**src/rtl/pri_arb_n.sv**
```systemverilog
// pri_arb_n: registered N-input priority arbiter; sticky pending bits, one grant at a time on valid/ready.
// Define PRI_RR_EN for round-robin priority; otherwise the highest pending index always wins.
module pri_arb_n #(
  parameter  int N  = 8,
  parameter  int CW = 8,
  localparam int IW = $clog2(N)
) (
  input  logic          clk,
  input  logic          rst_n,
  input  logic [N-1:0]  req,
  output logic [IW-1:0] out_idx,
  output logic          out_valid,
  input  logic          out_ready,
  output logic [N-1:0]  pending,
  output logic [CW-1:0] merge_cnt
);

  typedef enum logic {IDLE = 1'b0, HOLD = 1'b1} state_t;

  state_t        state_reg, state_next;
  logic [N-1:0]  pending_reg, pending_next;
  logic [IW-1:0] idx_reg, idx_next;
  logic [CW-1:0] cnt_reg, cnt_next;

  logic          accept;
  logic [N-1:0]  clr;
  logic [N-1:0]  sel_vec;
  logic          sel_any;
  logic [IW-1:0] sel_idx;
  logic          merge_hit;

  assign accept = (state_reg == HOLD) && out_ready;

  // One-hot clear of the index being handed to the consumer this edge.
  genvar gi;
  generate
    for (gi = 0; gi < N; gi++) begin : g_clr
      assign clr[gi] = accept && (idx_reg == IW'(gi));
    end
  endgenerate

  // Only registered pending is selectable; a fresh req waits one edge.
  assign sel_vec      = pending_reg & ~clr;
  assign sel_any      = |sel_vec;
  assign pending_next = sel_vec | req;
  assign merge_hit    = |(req & sel_vec);

  always_comb begin
    cnt_next = cnt_reg;
    if (merge_hit && (cnt_reg != {CW{1'b1}})) begin
      cnt_next = cnt_reg + CW'(1);
    end
  end

`ifdef PRI_RR_EN
  logic [IW-1:0] ptr_reg;
  logic [IW-1:0] cand;

  // Search descends from ptr-1, wrapping; the nearest candidate is visited last so it wins.
  always_comb begin
    sel_idx = '0;
    cand    = '0;
    for (int k = N; k >= 1; k--) begin
      cand = IW'((int'(ptr_reg) + N - k) % N);
      if (sel_vec[cand]) begin
        sel_idx = cand;
      end
    end
  end

  always_ff @(posedge clk or negedge rst_n) begin
    if (!rst_n) begin
      ptr_reg <= '0;
    end else if (accept) begin
      ptr_reg <= idx_reg;
    end
  end
`else
  // Ascending scan, so the highest set index is the last one written.
  always_comb begin
    sel_idx = '0;
    for (int i = 0; i < N; i++) begin
      if (sel_vec[i]) begin
        sel_idx = IW'(i);
      end
    end
  end
`endif

  always_comb begin
    state_next = state_reg;
    idx_next   = idx_reg;
    case (state_reg)
      IDLE: begin
        if (sel_any) begin
          state_next = HOLD;
          idx_next   = sel_idx;
        end
      end
      HOLD: begin
        if (accept) begin
          if (sel_any) begin
            idx_next = sel_idx;
          end else begin
            state_next = IDLE;
          end
        end
      end
      default: begin
        state_next = IDLE;
      end
    endcase
  end

  always_ff @(posedge clk or negedge rst_n) begin
    if (!rst_n) begin
      state_reg   <= IDLE;
      pending_reg <= '0;
      idx_reg     <= '0;
      cnt_reg     <= '0;
    end else begin
      state_reg   <= state_next;
      pending_reg <= pending_next;
      idx_reg     <= idx_next;
      cnt_reg     <= cnt_next;
    end
  end

  assign out_valid = (state_reg == HOLD);
  assign out_idx   = idx_reg;
  assign pending   = pending_reg;
  assign merge_cnt = cnt_reg;

endmodule

```
**config.mk**
```make
export PLATFORM = sky130hd
export DESIGN_NAME = pri_arb_n
export DESIGN_NICKNAME = d
export VERILOG_FILES = /design/src/rtl/pri_arb_n.sv
export SDC_FILE = /design/constraint.sdc
export NUM_CORES = 1
export LEC_CHECK = 0
export BUFFER_PORTS_ARGS = -buffer_cell sky130_fd_sc_hd__buf_2
export CAP_MARGIN = 20
export CORE_MARGIN = 2
export CORE_UTILIZATION = 50
export DETAILED_ROUTE_END_ITERATION = 8
export GPL_ROUTABILITY_DRIVEN = 0
export HOLD_SLACK_MARGIN = 0.03
export PLACE_DENSITY = 0.75
export SYNTH_ARGS = -nofsm -noshare
export SYNTH_HDL_FRONTEND = slang
export SYNTH_SLANG_ARGS = --single-unit
```
**constraint.sdc**
```tcl
create_clock -name clk -period 2.6 [get_ports clk]
set_clock_uncertainty 0.15 [all_clocks]
set_input_delay 0.26 -clock clk [delete_from_list [all_inputs] [get_ports clk]]
set_output_delay 0.26 -clock clk [all_outputs]
set_load 0.01 [all_outputs]
```
==> key figures <==
Timing
  – Final min period: between 2000 and 2500 ps
  – Pins Over Slew Limit: 0
  – Worst slew margin: 0.7043
  – Hold slack: roughly 150 ps
  – Final hold viol count: 0
  – Slew @ Worst Pin: roughly 440 ps
  – Crit share post-route: 0.9061
  – Max frequency: ~0.42 GHz
  – Final Setup Violations: 0
  – Sum of negative setup slack: 0 ps
  – RSZ-0062 raised after global routing: no

Finish
  – Most frequent cells in the layout: buf_2 (30), dfrtp_1 (20), nand2_1 (12)
  – Register area: between 500 and 600 sq um
  – Layout area overhead: 29.57%
  – Share of layout cells above drive strength 1: 0.3143
  – Antenna Cells: 0
  – Commonest non-fill, non-tap cell in the layout: buf_2
  – Nets: 154
  – Fill count: 151
  – Finished Core Util: 0.6888
  – Area occupied by multi-input gates: between 500 and 600 sq um

Clock network
  – Clk_lat worst skew: between 200 and 300 ps
  – CTS H-tree depth: 1
  – Num CTS Buffers: 3
  – Root Driver: clkbuf_4
  – # resized after CTS: 0
  – Clock Tree Buf Depth: 2
  – Clock-pin slew on the worst setup and hold paths: around 110 ps
  – CTS tree: built
  – Hold buffers post-CTS: 6
  – Post-CTS setup buffer count: 0
  – Sink Count: 20

Route
  – Final Routed Wirelength: 2374 um
  – ANT nets after route: 0
  – DR vias: 903
  – # DRC: 0
  – Drt via density: approximately 5.4
  – Pre-Repair DR Iteration Count: 4
  – Iteration-0 DRC Markers: 19
  – Drt wl/cell: between 10 and 15 um

Critical path
  – Crit-path max FO: 8
  – Slowest cell on the critical path: dfrtp_1
  – Slowest stage delay, CP: 480 ps
  – Critical Path Stages: 6
  – Crit path max-delay family: compound AO/OA/AOI/OAI gates
  – Worst EP arrival: between 2000 and 2500 ps
  – Crit. Startpoint: out_idx[1]$_DFFE_PN0P_
  – Crit path cell chain: nand2b_1 > o21ai_1 > nand4_2 > a2111oi_4 > nor2_2 > mux2_1
  – Critical path type: reg2reg
  – Register-to-Register Path Depth: 6
  – Startpoint Class: flop
  – CP Capture Type: flop
  – Worst path required time: approximately 2600 ps
  – Critical path buffers and inverters: 0
  – R2R Path Start: out_idx[1]$_DFFE_PN0P_

Yosys
  – Fraction of synthesized area in multiplexers: 0.03207
  – Synth top area cells: dfrtp_1 (48%), nand2b_1 (4.8%), nand2_1 (4.3%)
  – Post-synth EDFFs: 0
  – Cell count after synthesis: between 90 and 100
  – Primary FF master, synth: dfrtp_1
  – Yosys top cell by area: dfrtp_1
  – Post-synthesis adder-cell area fraction: 0.01188
  – Sequential share of the synthesized area: 0.4751
  – Synthesized area: 1054 sq um
  – Netlist cell types: 35
  – Yosys warnings: 0
  – Syn avg cell area: 10.97 sq um
  – Async SR Flop Fraction: 1.000
  – Post-Synth XOR/XNOR Area: 0.04988
  – Synth Area in Simple Gates: 0.2292
  – Post-synthesis compound-gate area fraction: 0.1983
  – Yosys top cell area share: 0.4751
  – Seq cells post-synth: 20
  – Main combinational cell family by area after synthesis: simple AND/OR/NAND/NOR gates
  – Syn_nets: roughly 110

Floorplan
  – Top Ports: 31
  – Die footprint: between 2000 and 2500 sq um
  – Die H: roughly 50 um
  – Die Wd: ~50 um
  – Starting density of the core: 0.5316
  – Area of the core: a little under 2000 sq um
  – # rows: 16

Global routing
  – First-pass GRT wire length: 3981 um
  – Gr ovfl total: 0
  – Antenna violations before repair: 0
  – Vias in the first global route: 905
  – Pin count of the biggest net entering global routing: 21
  – Total track usage: 0.2108

Hold path
  – Hold_sp: out_ready
  – Hold Path Class: in2reg
  – Hold-critical path depth: 3

Power
  – Combinational Power Share: 0.381
  – Total Power: a little over 1 mW
  – Flop pwr share: 0.479
  – Pwr Density: around 760 nW/um^2
  – Internal power: 0.6357 mW
  – Net Switching: around 0.40 mW
  – Sw Ratio: 0.3869
  – Leak pwr: between 0.5 and 0.6 nW
  – Peak supply drop: around 0.74 mV
  – Clock Power Share: 0.140

Outcome
  – Status: completed

Run
  – Max-Cap Viols: 0

Placement
  – Dpl hpwl: around 1700 um
  – IO Port Bufs: 30
worst min-delay path, stage by stage:
cell and delay, ps:
buf_2 130, or2b_2 120, nand2_1 50
path summary, 6_finish.rpt:
kind,end,slack (ps)
max,out_idx[0]$_DFFE_PN0P_,240
min,out_valid$_DFF_PN0_,150
max reg2reg,out_idx[0]$_DFFE_PN0P_,240
min reg2reg,merge_cnt[5]$_DFFE_PN0P_,380
max in group asynchronous,merge_cnt[2]$_DFFE_PN0P_,1720
min in group asynchronous,pending[7]$_DFF_PN0_,280
routing by layer:
metal  vias up  global-route usage  part of all wire
met2        29              0.3489              0.50
met3         2             0.03636             0.042
met4         0             0.06481            0.0055
li1        441                   -                 -
met1       431              0.2807              0.45
met5         -                   0                 0
per-stage QoR:
step | std cells | area (sq um) | worst slack (ps)
floorplan | 96 | 1054 | 545.5
global placement | 155 | 1252 | 339.2
detailed placement | 155 | 1252 | 300.7
CTS | 164 | 1335 | 275.3
global route | 167 | 1365 | 114.1
finish | 167 | 1365 | 244.2
area by class of cell:
class                      count  area share
multi-input combinational     75      0.4024
inverter                       1    0.002750
timing repair buffer          41      0.1870
clock buffer                   3     0.01650
tap                           27     0.02475
sequential                    20      0.3666
power by group through the flow:
stage / combinational [mW] / sequential (mW) / clock [mW]
finish: 0.395 / 0.497 / 0.145
detailed placement: 0.386 / 0.502 / 0
CTS: 0.396 / 0.496 / 0.147
global route: 0.437 / 0.512 / 0.160
floorplan: 0.207 / 0.524 / 0
global placement: 0.380 / 0.497 / 0
cells in the mapped netlist (2+ instances only):
master    count
o21ai_0       2
xnor2_1       4
or2_1         2
nand3_1       6
o211ai_1      4
o21ai_1       5
nor2_1        4
nand2_1      12
xor2_1        2
mux2_1        3
dfrtp_1      20
nand4_1       2
nand2b_1      8
cell families after synthesis:
kind of cell             after synthesis
AO/OA/AOI/OAI                         23
XOR/XNOR                               6
adder cells (fa/ha/maj)                1
buffers and inverters                  1
flip-flops                            20
multiplexers                           3
AND/OR/NAND/NOR                       42
Note: power is estimated with default switching activity, not from simulation.
